### config.mk
export PLATFORM = sky130hd
export DESIGN_NAME = pcm_nch_player
export DESIGN_NICKNAME = d
export VERILOG_FILES = /design/src/rtl/pcm_nch_pkg.sv /design/src/rtl/pcm_nch_chan.sv /design/src/rtl/pcm_nch_player.sv
export SDC_FILE = /design/constraint.sdc
export NUM_CORES = 1
export LEC_CHECK = 0
export BUFFER_PORTS_ARGS = -buffer_cell sky130_fd_sc_hd__buf_2
export CAP_MARGIN = 20
export CORE_UTILIZATION = 25
export DETAILED_ROUTE_END_ITERATION = 16
export GPL_TIMING_DRIVEN = 0
export PLACE_DENSITY = 0.48
export SYNTH_ARGS = -nofsm -noshare
export SYNTH_HDL_FRONTEND = slang
export SYNTH_HIERARCHICAL = 1
export SYNTH_SLANG_ARGS = --single-unit
### constraint.sdc
create_clock -name clk_i -period 12.9 [get_ports clk_i]
set_input_delay 0.645 -clock clk_i [delete_from_list [all_inputs] [get_ports clk_i]]
set_output_delay 0.645 -clock clk_i [all_outputs]
set_load 0.02 [all_outputs]
### src/rtl/pcm_nch_pkg.sv
// pcm_nch_pkg
//   Shared definitions for the N-channel PCM sample player:
//   per-channel register indices, control-register field positions and
//   the volume scaling function used by every channel.
package pcm_nch_pkg;

    // Per-channel register map (low three address bits)
    localparam logic [2:0] REG_PER_L = 3'd0;  // period[7:0]
    localparam logic [2:0] REG_PER_H = 3'd1;  // period[PW-1:8]
    localparam logic [2:0] REG_ST_L  = 3'd2;  // start[7:0]
    localparam logic [2:0] REG_ST_M  = 3'd3;  // start[15:8]
    localparam logic [2:0] REG_ST_H  = 3'd4;  // start[AW-1:16]
    localparam logic [2:0] REG_CTL   = 3'd5;  // loop / volume
    localparam logic [2:0] REG_KON   = 3'd6;  // key-on strobe
    localparam logic [2:0] REG_KOFF  = 3'd7;  // key-off strobe

    // Control register fields
    localparam int CTL_LOOP    = 0;
    localparam int CTL_VOL_LSB = 4;
    localparam int CTL_VOL_MSB = 7;

    // (smp * (vol + 1)) >> 4 : vol = 15 passes the sample unchanged.
    // Samples up to 16 bits wide; the caller keeps the low DW bits.
    function automatic logic [15:0] vol_scale(input logic [15:0] smp,
                                               input logic [3:0]  vol);
        logic [20:0] prod;
        prod = 21'(smp) * 21'({1'b0, vol} + 5'd1);
        return 16'(prod >> 4);
    endfunction

endpackage

### src/rtl/pcm_nch_chan.sv
// pcm_nch_chan
//   One playback channel: configuration registers, prescaler, address
//   counter, busy flag and the held output sample.
// Ports
//   clk_i, rst_ni   clock, async active-low reset
//   wr_i            register write addressed to this channel
//   reg_i, din_i    register index and write data
//   cap_i           this channel's phase-1 (capture) slot
//   sd_i            ROM data {end marker, magnitude}
//   addr_o          current sample address
//   out_o           scaled sample, held between captures
//   busy_o          channel is playing
module pcm_nch_chan
    import pcm_nch_pkg::*;
#(
    parameter int AW = 17,
    parameter int PW = 12,
    parameter int DW = 7
) (
    input  logic          clk_i,
    input  logic          rst_ni,
    input  logic          wr_i,
    input  logic [2:0]    reg_i,
    input  logic [7:0]    din_i,
    input  logic          cap_i,
    input  logic [DW:0]   sd_i,
    output logic [AW-1:0] addr_o,
    output logic [DW-1:0] out_o,
    output logic          busy_o
);

    logic [PW-1:0] period_q, period_d;
    logic [AW-1:0] start_q,  start_d;
    logic          loop_q,   loop_d;
    logic [3:0]    vol_q,    vol_d;
    logic [AW-1:0] addr_q,   addr_d;
    logic [PW-1:0] pre_q,    pre_d;
    logic          busy_q,   busy_d;
    logic [DW-1:0] out_q,    out_d;
    logic          key_wr;

    // A key strobe on the capture edge pre-empts the capture entirely.
    assign key_wr = wr_i && ((reg_i == REG_KON) || (reg_i == REG_KOFF));

    always_comb begin
        period_d = period_q;
        start_d  = start_q;
        loop_d   = loop_q;
        vol_d    = vol_q;
        addr_d   = addr_q;
        pre_d    = pre_q;
        busy_d   = busy_q;
        out_d    = out_q;

        if (cap_i && busy_q && !key_wr) begin
            if (sd_i[DW]) begin
                if (loop_q) begin
                    addr_d = start_q;
                    pre_d  = period_q;
                end else begin
                    busy_d = 1'b0;
                end
            end else begin
                out_d = DW'(vol_scale(16'(sd_i[DW-1:0]), vol_q));
                // Prescaler counts up from period; step on all-ones.
                if (&pre_q) begin
                    addr_d = addr_q + AW'(1);
                    pre_d  = period_q;
                end else begin
                    pre_d = pre_q + PW'(1);
                end
            end
        end

        if (wr_i) begin
            case (reg_i)
                REG_PER_L: period_d[7:0]     = din_i;
                REG_PER_H: period_d[PW-1:8]  = din_i[PW-9:0];
                REG_ST_L:  start_d[7:0]      = din_i;
                REG_ST_M:  start_d[15:8]     = din_i;
                REG_ST_H:  start_d[AW-1:16]  = din_i[AW-17:0];
                REG_CTL: begin
                    loop_d = din_i[CTL_LOOP];
                    vol_d  = din_i[CTL_VOL_MSB:CTL_VOL_LSB];
                end
                REG_KON: begin
                    addr_d = start_q;
                    pre_d  = period_q;
                    busy_d = 1'b1;
                end
                REG_KOFF: busy_d = 1'b0;
                default: ;
            endcase
        end
    end

    always_ff @(posedge clk_i or negedge rst_ni) begin
        if (!rst_ni) begin
            period_q <= '0;
            start_q  <= '0;
            loop_q   <= 1'b0;
            vol_q    <= '0;
            addr_q   <= '0;
            pre_q    <= '0;
            busy_q   <= 1'b0;
            out_q    <= '0;
        end else begin
            period_q <= period_d;
            start_q  <= start_d;
            loop_q   <= loop_d;
            vol_q    <= vol_d;
            addr_q   <= addr_d;
            pre_q    <= pre_d;
            busy_q   <= busy_d;
            out_q    <= out_d;
        end
    end

    assign addr_o = addr_q;
    assign out_o  = out_q;
    assign busy_o = busy_q;

endmodule

### src/rtl/pcm_nch_player.sv
// pcm_nch_player
//   N-channel PCM sample player. A round-robin slot sequencer gives each
//   channel two cycles per round on the shared sample ROM: phase 0 presents
//   the address, phase 1 captures the returned byte.
// Ports
//   clk_i, rst_ni  clock, async active-low reset
//   wr_i           register write strobe
//   addr_i         {channel, reg[2:0]}
//   din_i          register write data
//   sa_o           sample ROM address (combinational from slot/addr)
//   sd_i           ROM data, valid one cycle after sa_o
//   ch_out_o       per-channel scaled samples, channel c at [c*DW +: DW]
//   status_o       per-channel busy
//   tick_o         high in the last cycle of each round
module pcm_nch_player
    import pcm_nch_pkg::*;
#(
    parameter int NCH = 4,
    parameter int AW  = 17,
    parameter int PW  = 12,
    parameter int DW  = 7
) (
    input  logic                  clk_i,
    input  logic                  rst_ni,
    input  logic                  wr_i,
    input  logic [$clog2(NCH)+2:0] addr_i,
    input  logic [7:0]            din_i,
    output logic [AW-1:0]         sa_o,
    input  logic [DW:0]           sd_i,
    output logic [NCH*DW-1:0]     ch_out_o,
    output logic [NCH-1:0]        status_o,
    output logic                  tick_o
);

    localparam int SW = $clog2(2 * NCH);
    localparam int CW = (NCH > 1) ? $clog2(NCH) : 1;
    localparam logic [SW-1:0] SLOT_LAST = SW'(2 * NCH - 1);

    logic [SW-1:0] slot_q, slot_d;
    logic [CW-1:0] cur_ch;
    logic [CW-1:0] wr_ch;
    logic [2:0]    wr_reg;
    logic [AW-1:0] addr_arr [NCH];

    always_comb begin
        slot_d = (slot_q == SLOT_LAST) ? '0 : slot_q + SW'(1);
    end

    always_ff @(posedge clk_i or negedge rst_ni) begin
        if (!rst_ni) slot_q <= '0;
        else         slot_q <= slot_d;
    end

    assign wr_reg = addr_i[2:0];

    generate
        if (NCH > 1) begin : g_multi
            assign cur_ch = slot_q[SW-1:1];
            assign wr_ch  = addr_i[$clog2(NCH)+2:3];
        end else begin : g_single
            assign cur_ch = 1'b0;
            assign wr_ch  = 1'b0;
        end
    endgenerate

    // Same address in both phases of a channel's slot pair.
    always_comb begin
        sa_o = '0;
        for (int c = 0; c < NCH; c++) begin
            if (cur_ch == CW'(c)) sa_o = addr_arr[c];
        end
    end

    assign tick_o = (slot_q == SLOT_LAST);

    generate
        for (genvar c = 0; c < NCH; c++) begin : g_chan
            pcm_nch_chan #(
                .AW (AW),
                .PW (PW),
                .DW (DW)
            ) u_chan (
                .clk_i  (clk_i),
                .rst_ni (rst_ni),
                .wr_i   (wr_i && (wr_ch == CW'(c))),
                .reg_i  (wr_reg),
                .din_i  (din_i),
                .cap_i  (slot_q[0] && (cur_ch == CW'(c))),
                .sd_i   (sd_i),
                .addr_o (addr_arr[c]),
                .out_o  (ch_out_o[c*DW +: DW]),
                .busy_o (status_o[c])
            );
        end
    endgenerate

endmodule

# ---- Word-level counts from Yosys, hierarchy flattened
# Cells that the tools add are included.
dict set report totals {
  in_bits 24
  wordCells 210
  register_bits 287
}
dict set report classes {
  eq_ne 14
  muxes 73
  addsub 13
  bitwise 1
  reduce_logical 60
  n_mul 4
}
# op n
set op_table {}
lappend op_table {{17-bit two-way mux} 28}
lappend op_table {{12-bit two-way mux} 24}
lappend op_table {{7-bit by 21-bit multiplier with 11-bit output} 4}
lappend op_table {{17-bit by 1-bit adder with 17-bit output (second input constant)} 4}
lappend op_table {{2-bit AND reduction} 28}
lappend op_table {{12-bit by 1-bit adder with 12-bit output (second input constant)} 4}
lappend op_table {{12-bit AND reduction} 4}
lappend op_table {{4-bit by 1-bit adder with 5-bit output (second input constant)} 4}
lappend op_table {{1-bit logical AND} 20}
lappend op_table {{1-bit two-way mux} 16}
lappend op_table {{3-bit equality test (second input constant)} 5}
lappend op_table {{2-bit equality test (second input constant)} 4}
lappend op_table {{1-bit one-hot mux with 2 select lines} 4}
lappend op_table {{3-bit by 2-bit equality test with 1-bit output (second input constant)} 2}
lappend op_table {{2-bit by 1-bit equality test with 1-bit output (second input constant)} 2}
lappend op_table {{1-bit zero test} 4}
lappend op_table {{2-bit zero test} 2}
lappend op_table {{3-bit by 1-bit adder with 3-bit output (second input constant)} 1}
lappend op_table {{3-bit by 1-bit equality test with 1-bit output (second input constant)} 1}
lappend op_table {{3-bit zero test} 1}
lappend op_table {{3-bit two-way mux} 1}
lappend op_table {{1-bit logical OR} 1}
lappend op_table {{1-bit inverter} 1}

# ---- Depth between registers and ports, before layout
# Gate-level depths: netlist (run 1).
dict set report logic_depth {
  ltp_word 8
  depth_mapped 17
  depth_no_buf 16
}

# ---- By module
# Netlist (run 1), hierarchy kept.
# mod area_per_inst_um2 seq_area_each_um2 instances cells_per_inst
set by_module_without_submodules {}
lappend by_module_without_submodules {{pcm_nch_chan (g_chan[1].u_chan ...)} 4606.9 1776.7 2 465}
lappend by_module_without_submodules {{pcm_nch_chan (g_chan[3].u_chan)} 4889.7 1776.7 1 503}
lappend by_module_without_submodules {{pcm_nch_chan (g_chan[0].u_chan)} 4748.3 1776.7 1 487}
lappend by_module_without_submodules {pcm_nch_player 591.8 75.1 1 36}

# ---- Worst setup path before layout (run 1)
# Ideal clock, no wire load.
dict set report synth_timing {
  path_type {register to register}
  startpoint {register g_chan[3].u_chan.vol_q[0]}
  endpoint {register g_chan[3].u_chan.out_q[4]}
  stages_incl_launch_ff 15
  n_path_buf 1
  t_required_ns 12.773
  arrival_ns 4.122
  period_less_slack_ns 4.249
  setup_slack_ns 8.651
  setup_time_ns 0.127
  path_cell_list {dfrtp_1 -> ha_1 -> and3_1 -> clkbuf_1 -> nand2_1 -> fa_1 -> fa_1 -> fa_1 -> inv_1 -> ha_1 -> and3_1 -> a221o_1 -> a2111oi_2 -> or4_1 -> nand3_1}
}
dict set report synth_via {
  elab_chain_len 2
}
# element line_no
set synth_rtl {}
lappend synth_rtl {{start, declared} pcm_nch_chan.sv:35} ;# logic [3:0] vol_q, vol_d;
lappend synth_rtl {{start signal, assigned} pcm_nch_chan.sv:111} ;# vol_q <= vol_d;
lappend synth_rtl {{4-bit by 1-bit adder with 5-bit output} pcm_nch_pkg.sv:27} ;# prod = 21'(smp) * 21'({1'b0, vol} + 5'd1);
lappend synth_rtl {{7-bit by 21-bit multiplier with 11-bit output} pcm_nch_pkg.sv:27}
lappend synth_rtl {{end signal, assigned} pcm_nch_chan.sv:115} ;# out_q <= out_d;
lappend synth_rtl {{end, declared} pcm_nch_chan.sv:39} ;# logic [DW-1:0] out_q, out_d;
# Every way passes these cells.
# A chain may end at the register's enable or synchronous reset.

# ---- Worst setup path in the final report (run 1)
dict set report layout_timing {
  startpoint {register g_chan[3].u_chan.vol_q[0]}
  endpoint {register g_chan[3].u_chan.out_q[5]}
}
# The elaborated chain is that of the path after synthesis.

==> results.yml, run 1 <==
run_status:
  status: "completed"
worst_setup_path:
  crit_top_cell: "fa_1"
  slowest_delay_ns: 0.55
  crit_path_end_kind: "flop"
  critPathTopFamily: "adder cells"
  crit_chain: "ha_1, xor2_1, nand2_1, fa_1, fa_1, fa_1, inv_1, ha_1, and3_1, a221o_1, a2111oi_2, o2111ai_1, nand3_1"
  critPathArrivalTime_ns: 5.31
  path_buf_inv: 1
  crit_required_ns: 13.38
  crit_path_max_fanout: 9
  slowest_stage: "fa_1"
  critPathKind: "reg2reg"
  startpoint_type: "flop"
hold_path:
  hold_class: "in2async"
sta:
  fmax_ghz: 0.207
  slew_viol_final: 0
  fin_skew_ns: 0.0173
  setup_viol: 0
  worst_pin_slew_ns: 1.05
  hold_viol_final: 0
  fin_crit_ns: 4.83
  fin_setup_tns_ns: 0
  period_share_pct: 37.5
  relSlewSlack_pct: 29.7
  rsz0062_at_grt: "false"
global_routing:
  gr-total-overflow: 0
  grt_usage_pct: 16.1
  grt_pass1_vias: 16186
  grt_pass1_wl_um: 97900
  grt_antenna_before_repair: 4
  grt_max_degree: 115
synthesis:
  synthesis.area_um2: 19400
  synth_edf_count: 0
  yosys_register_bits: 287
  yosysSeqAreaShare_pct: 36.9
  yosysWarnings: 6
  synthDistinctLibCells: 89
  syn-num-nets: 2114
  syn_inst: 1956
  synth_async_sr_flop_share_pct: 100
  syn_area_per_cell_um2: 9.94
  ys.flop_type: "dfrtp_1"
clock_tree:
  cts_buffer_depth: 3
  path_clk_slew_ns: 0.06
  htree_levels: 2
  clock_latency_ns: 0.56
  postCtsSetupRepairBufs: 0
  cts_tree: "yes"
  ctsResizeCount: 0
  clock_sinks: 287
  root_buffer: "clkbuf_16"
  numCtsBuffers: 36
  cts-hold-fix-buffers: 0
detailed_routing:
  drt_iter0_markers: 1234
  viasPerCell: 5.12
  vias: 16029
  ant_nets: 0
  finalWirelength_um: 63300
  drt_pass1_iterations: 8
  drt-wirelength-per-cell_um: 20.2
  drc: 0
final_layout:
  drive_above_1_share_pct: 18.3
  syn_to_final_growth_pct: 15.1
  nets: 2227
  n_fill_cell: 8005
power_and_ir_drop:
  clockPowerShare_pct: 31.8
  power_uw: 3360
  power_frac_comb_pct: 30.6
  power_frac_seq_pct: 37.6
  power_density_nw_per_um2: 150
  p_int_uw: 2170
  switching_power_uw: 1190
  peakVddDrop_v: 0.0000803
  power_leakage_uw: 0.00987
  netSwitchingFraction_pct: 35.3
floorplan:
  die_w_um: 281
  design.die.area_um2: 78900
  ios: 74
  num_rows: 101
  initial_utilization_pct: 25.4
  die_y_um: 281
  core_area_um2: 76500
job:
  maxCapViolCount: 0
place:
  gp_congestion: 0.835
  place_hpwl_um: 44100
  io_buffers: 72
[area by class of cell]
cell class                 instances  area, um^2  area share (%)
buffer                            90         475            2.12
timing repair buffer              75         430            1.92
clock buffer                      55        1080            4.84
inverter                          86         323            1.44
multi-input combinational       1493       11500            51.2
tap                             1030        1290            5.76
clock inverter                    10         135           0.604
antenna                            2        5.00          0.0224
sequential                       287        7180            32.1
[cells by family (layout without fill, tap and decap cells)]
family,Yosys count,count (layout),share of synthesized area [%]
DFF,287,287,36.9
AOI/OAI and AO/OA,419,419,14.1
buffers and inverters,176,316,4.11
muxes,184,184,11.5
xor gates and xnor gates,66,66,2.97
and+or+nand+nor,690,690,19.7
adders and majority gates,134,134,10.6
other,0,2,0
[Yosys cell counts, types with 8 or more instances]
| cell | n | area share [%] |
|---|---|---|
| dfrtp_1 | 287 | 37 |
| nand2_1 | 220 | 4.2 |
| mux2_2 | 146 | 8.5 |
| o21ai_0 | 138 | 3.6 |
| inv_1 | 86 | 1.7 |
| ha_1 | 82 | 5.3 |
| a21oi_1 | 78 | 2.0 |
| and2_1 | 74 | 2.4 |
| nor2_1 | 68 | 1.3 |
| nand3_1 | 64 | 1.6 |
| fa_1 | 52 | 5.4 |
| clkbuf_1 | 51 | 0.98 |
| and3_1 | 39 | 1.3 |
| nor3_1 | 39 | 1.0 |
| xor2_1 | 36 | 1.6 |
| xnor2_1 | 30 | 1.4 |
| nand4_1 | 25 | 0.80 |
| nand2b_1 | 22 | 0.71 |
| buf_2 | 20 | 0.51 |
| a31oi_1 | 19 | 0.61 |
| mux2i_1 | 19 | 0.98 |
| nor2b_1 | 18 | 0.58 |
| mux4_2 | 16 | 1.9 |
| a22o_1 | 15 | 0.68 |
| o211ai_1 | 15 | 0.58 |
| nor4_1 | 14 | 0.45 |
| o21ai_1 | 14 | 0.36 |
| a221oi_1 | 13 | 0.59 |
| a22oi_1 | 13 | 0.50 |
| nor3b_1 | 13 | 0.50 |
| a32o_1 | 12 | 0.62 |
| and4_1 | 12 | 0.54 |
| buf_6 | 12 | 0.69 |
| o22ai_1 | 12 | 0.39 |
| a222oi_1 | 11 | 0.57 |
| nand4b_1 | 10 | 0.45 |
| o31ai_1 | 9 | 0.35 |
| or3_1 | 8 | 0.26 |
[worst paths after layout]
check | slack, ns | from | endpoint | depth (start not counted)
worst min-delay path | 0.07 | rst_ni | g_chan[2].u_chan/out_o[4]$_DFFE_PN0P_ | 1
max in group asynchronous | 11.81 | rst_ni | g_chan[1].u_chan/pre_q[6]$_DFF_PN0_ | 2
worst max-delay path | 8.07 | g_chan[3].u_chan/vol_q[0]$_DFFE_PN0P_ | g_chan[3].u_chan/out_o[5]$_DFFE_PN0P_ | 13
min in group clk_i | 0.47 | g_chan[2].u_chan/period_q[4]$_DFFE_PN0P_ | g_chan[2].u_chan/pre_q[4]$_DFF_PN0_ | 1
worst max register to register | 8.07 | g_chan[3].u_chan/vol_q[0]$_DFFE_PN0P_ | g_chan[3].u_chan/out_o[5]$_DFFE_PN0P_ | 13
worst min register to register | 0.47 | g_chan[2].u_chan/period_q[4]$_DFFE_PN0P_ | g_chan[2].u_chan/pre_q[4]$_DFF_PN0_ | 1
[worst register-to-register path: stages (launching register included)]
cell	delay, ns
dfrtp_1	0.50
ha_1	0.24
xor2_1	0.48
nand2_1	0.14
fa_1	0.48
fa_1	0.53
fa_1	0.55
inv_1	0.04
ha_1	0.35
and3_1	0.22
a221o_1	0.37
a2111oi_2	0.55
o2111ai_1	0.20
nand3_1	0.13
[placed cells by master, fill, tap and decap left out, types with 19 or more instances in the layout]
cell type	count
and2_1	74
fa_1	52
mux2_2	146
a21oi_1	78
o21ai_0	138
xnor2_1	30
clkbuf_1	60
clkbuf_16	37
nor2_1	68
a31oi_1	19
nand2_1	220
and3_1	39
mux2i_1	19
ha_1	82
inv_1	86
nand2b_1	22
xor2_1	36
nand3_1	64
nor3_1	39
buf_2	91
dfrtp_1	287
nand4_1	25
[stage by stage]
step	setup WS [ns]	cells	hold WS (ns)	cell area [um^2]	util, %
5_1_grt	7.84	3128	0.0938	22400	29.3
4_1_cts	8.10	3125	0.0632	22400	29.3
3_5_place_dp	8.12	3060	0.461	21200	27.7
3_3_place_gp	5.46	3058	0.457	21100	27.6
2_1_floorplan	8.65	1956	0.349	19400	-
6_report	8.07	3128	0.0660	22400	29.3
[power groups by stage]
stage	clock, uW	sequential, uW	combinational, uW
3_5_place_dp	0	1280	1030
2_1_floorplan	0	1240	732
4_1_cts	1100	1260	1040
3_3_place_gp	0	1270	1010
5_1_grt	1130	1290	1160
6_report	1070	1260	1030
[registers in the layout, summed over array words and instances (netlist names)]
name,count
g_chan.u_chan/busy_o,4
g_chan.u_chan/loop_q,4
slot_q,3
g_chan.u_chan/addr_o,68
g_chan.u_chan/out_o,28
g_chan.u_chan/vol_q,16
g_chan.u_chan/start_q,68
g_chan.u_chan/pre_q,48
g_chan.u_chan/period_q,48
[layer usage]
| layer | vias to the layer above | share of wire [%] | GRT usage, % | wire length, um |
|---|---|---|---|---|
| li1 | 7370 | - | - | - |
| met1 | 8126 | 45 | 21.4 | 28400 |
| met2 | 432 | 47 | 26.5 | 30000 |
| met3 | 101 | 4.3 | 2.11 | 2710 |
| met4 | 0 | 3.4 | 5.83 | 2170 |
| met5 | - | 0 | 0 | 0 |
Note: power is estimated with default switching activity, not from simulation.
==> run 2: changes to the inputs <==
--- a/config.mk
+++ b/config.mk
@@ -5,6 +5,7 @@
 export SDC_FILE = /design/constraint.sdc
 export NUM_CORES = 1
 export LEC_CHECK = 0
+export ABC_AREA = 1
 export BUFFER_PORTS_ARGS = -buffer_cell sky130_fd_sc_hd__buf_2
 export CAP_MARGIN = 20
 export CORE_UTILIZATION = 25
==> constraint.sdc (replaced) <==
create_clock -name clk_i -period 4.8 [get_ports clk_i]
set_input_delay 0.24 -clock clk_i [delete_from_list [all_inputs] [get_ports clk_i]]
set_output_delay 0.24 -clock clk_i [all_outputs]
set_load 0.02 [all_outputs]
==> run 2 against run 1 <==
  * Non-clock buffer count down 12
  * Combinational power grew to 3.1 times the previous value
  * Worst setup slack got worse by 7.4 ns
  * Maximum frequency rose by 16%
  * Global-route usage grew 0.90 points
  * Area after synthesis rose by 6.0%
==> results.yml, run 2 <==
global_routing:
  grt_antenna_before_repair: 12
  grt_pass1_wl_um: 110000
  grt_usage_pct: 17.0
  gr-total-overflow: 0
  grt_max_degree: 103
  grt_pass1_vias: 18401
hold_path:
  min_to: "g_chan[3].u_chan/period_q[6]$_DFFE_PN0P_"
  timing.hold.worst_path_depth: 3
  hold_class: "in2reg"
  worstHoldStart: "din_i[6]"
clock_tree:
  numCtsBuffers: 39
  cts-hold-fix-buffers: 1
  cts_tree: "yes"
  htree_levels: 2
  postCtsSetupRepairBufs: 0
  ctsResizeCount: 0
  clock_latency_ns: 0.58
  clock_sinks: 287
  path_clk_slew_ns: 0.06
  cts_buffer_depth: 3
  root_buffer: "clkbuf_16"
detailed_routing:
  drc: 0
  drt_iter0_markers: 1918
  vias: 19665
  viasPerCell: 4.76
  ant_nets: 0
  drt-wirelength-per-cell_um: 17.0
  finalWirelength_um: 70300
  drt_pass1_iterations: 6
floorplan:
  die_y_um: 289
  ios: 74
  core_area_um2: 81100
  num_rows: 104
  die_w_um: 289
  initial_utilization_pct: 25.4
  design.die.area_um2: 83600
worst_setup_path:
  critPathTopFamily: "adder cells"
  crit_path_end_kind: "flop"
  slowest_stage: "fa_1"
  crit_top_cell: "inv_1"
  critPathKind: "reg2reg"
  r2r_cells: 17
  critPathArrivalTime_ns: 4.62
  crit_required_ns: 5.24
  slowest_delay_ns: 0.55
  crit_chain: "ha_1, nand3_1, inv_1, nand2_1, fa_1, inv_1, fa_1, inv_1, fa_1, inv_1, ha_1, a21oi_1, o21bai_1, a21oi_1, nand3_1, nand3_1, nand2_1"
  rrSetupSlack_ns: 0.62
  path_buf_inv: 4
  reg2reg_from: "g_chan[3].u_chan/vol_q[0]$_DFFE_PN0P_"
  startpoint_type: "flop"
  r2r_end: "g_chan[3].u_chan/out_o[5]$_DFFE_PN0P_"
  crit_path_max_fanout: 8
synthesis:
  synth_edf_count: 0
  synth.most_common_cell: "nand2_1"
  syn_area_per_cell_um2: 7.05
  yosysSeqAreaShare_pct: 34.8
  synthDistinctLibCells: 43
  ys.flop_type: "dfrtp_1"
  syn_inst: 2924
  synthesis.area_um2: 20600
  synth_top_area_cell: "dfrtp_1"
  synth_top_area_share_pct: 34.8
  syn-num-nets: 3082
  synthTopCellsByCount: "907 x nand2_1, 344 x inv_1, 287 x dfrtp_1, 250 x nor2_1, 235 x o21ai_0"
  yosysWarnings: 6
  yosys_register_bits: 287
  synth.top_cells.by_area: "dfrtp_1 35%, nand2_1 17%, inv_1 6.3%, o21ai_0 5.7%, nand3_1 5.6%"
  synth_async_sr_flop_share_pct: 100
power_and_ir_drop:
  power_leakage_uw: 0.0120
  peakVddDrop_v: 0.000233
  power_density_nw_per_um2: 437
sta:
  setup_viol: 0
  worst_pin_slew_ns: 0.771
  relSlewSlack_pct: 48.6
  period_share_pct: 87.1
  slew_viol_final: 0
  fmax_ghz: 0.239
  rsz0062_at_grt: "false"
  worst_hold_slack_ns: 0.0779
  fin_crit_ns: 4.18
  fin_setup_tns_ns: 0
  fin_skew_ns: 0.0330
  hold_viol_final: 0
final_layout:
  syn_to_final_growth_pct: 16.1
  layout.cells.non_filler: 4133
  postLayoutCoreUtil_pct: 29.5
  nets: 3200
  final_common_cell: "nand2_1"
  drive_above_1_share_pct: 9.60
  final_cell_area_um2: 23900
  final_cell_mix: "907 x nand2_1, 344 x inv_1, 287 x dfrtp_1"
run_status:
  status: "completed"
place:
  io_buffers: 73
  place_hpwl_um: 53400
  gp_congestion: 0.886
  place_inst: 4060
  place_area_um2: 22400
job:
  maxCapViolCount: 0
## run 2: cells by family (layout without fill, tap and decap cells)
family,count (synthesis),in the layout,synth area share [%]
and+or+nand+nor,1540,1540,32.1
AOI/OAI and AO/OA,495,495,13.1
buffers and inverters,449,597,9.09
DFF,287,287,34.8
adders and majority gates,134,134,10.0
xor gates and xnor gates,19,19,0.807
other,0,1,0
## run 2: area by class of cell
class,instances,area [um^2]
Antenna cell,1,2.50
Buffer,76,474
Clock buffer,51,1110
Clock inverter,20,403
Fill cell,8970,57100
Inverter,373,1400
Multi-Input combinational cell,2188,11600
Sequential cell,287,7180
Tap cell,1060,1330
Timing Repair Buffer,77,468
## run 2: through the flow
step | setup slack (ns) | total power (uW)
floorplan | 1.06 | 5940
global placement | -2.58 | 7020
detailed placement | 0.602 | 7040
CTS | 0.599 | 10600
global route | 0.263 | 11300
finish | 0.620 | 10500
## run 2: how the worst max path moves through the flow
| stage | from | endpoint | slack [ns] | cells after the start |
|---|---|---|---|---|
| floorplan | g_chan[3].u_chan/vol_q[0]$_DFFE_PN0P_ | g_chan[3].u_chan/out_o[2]$_DFFE_PN0P_ | 1.06 | 15 |
| global placement | rst_ni | g_chan[0].u_chan/pre_q[9]$_DFF_PN0_ | -2.58 | 1 |
| detailed placement | g_chan[1].u_chan/vol_q[0]$_DFFE_PN0P_ | g_chan[1].u_chan/out_o[5]$_DFFE_PN0P_ | 0.60 | 17 |
| CTS | g_chan[3].u_chan/vol_q[0]$_DFFE_PN0P_ | g_chan[3].u_chan/out_o[5]$_DFFE_PN0P_ | 0.60 | 17 |
| global route | g_chan[3].u_chan/vol_q[0]$_DFFE_PN0P_ | g_chan[3].u_chan/out_o[5]$_DFFE_PN0P_ | 0.26 | 17 |
| finish | g_chan[3].u_chan/vol_q[0]$_DFFE_PN0P_ | g_chan[3].u_chan/out_o[5]$_DFFE_PN0P_ | 0.62 | 17 |
## run 2: power by group
part | internal [uW] | leakage (uW) | switching [uW]
Sequential | 3020 | 0.00366 | 771
Clock | 2230 | 0.000736 | 1210
Combinational | 1230 | 0.00760 | 2000
Total | 6480 | 0.0120 | 3980
## run 2: layer usage
metal | wire (um) | share of wire, % | vias to the layer above | GRT usage (%)
li1 | - | - | 9731 | -
met1 | 34800 | 49 | 9325 | 25.1
met2 | 29500 | 42 | 506 | 24.9
met3 | 4730 | 6.7 | 89 | 3.72
met4 | 1180 | 1.7 | 14 | 3.82
met5 | 89 | 0.13 | - | 0
## run 2: worst reg2reg max path, delay by kind of cell, from the launching register on
family | cells | cell delay, ns
AND/OR/NAND/NOR | 5 | 0.53
adder cells (fa/ha/maj) | 5 | 2.19
flip-flops | 1 | 0.49
AO/OA/AOI/OAI | 3 | 0.52
buffers and inverters | 4 | 0.33
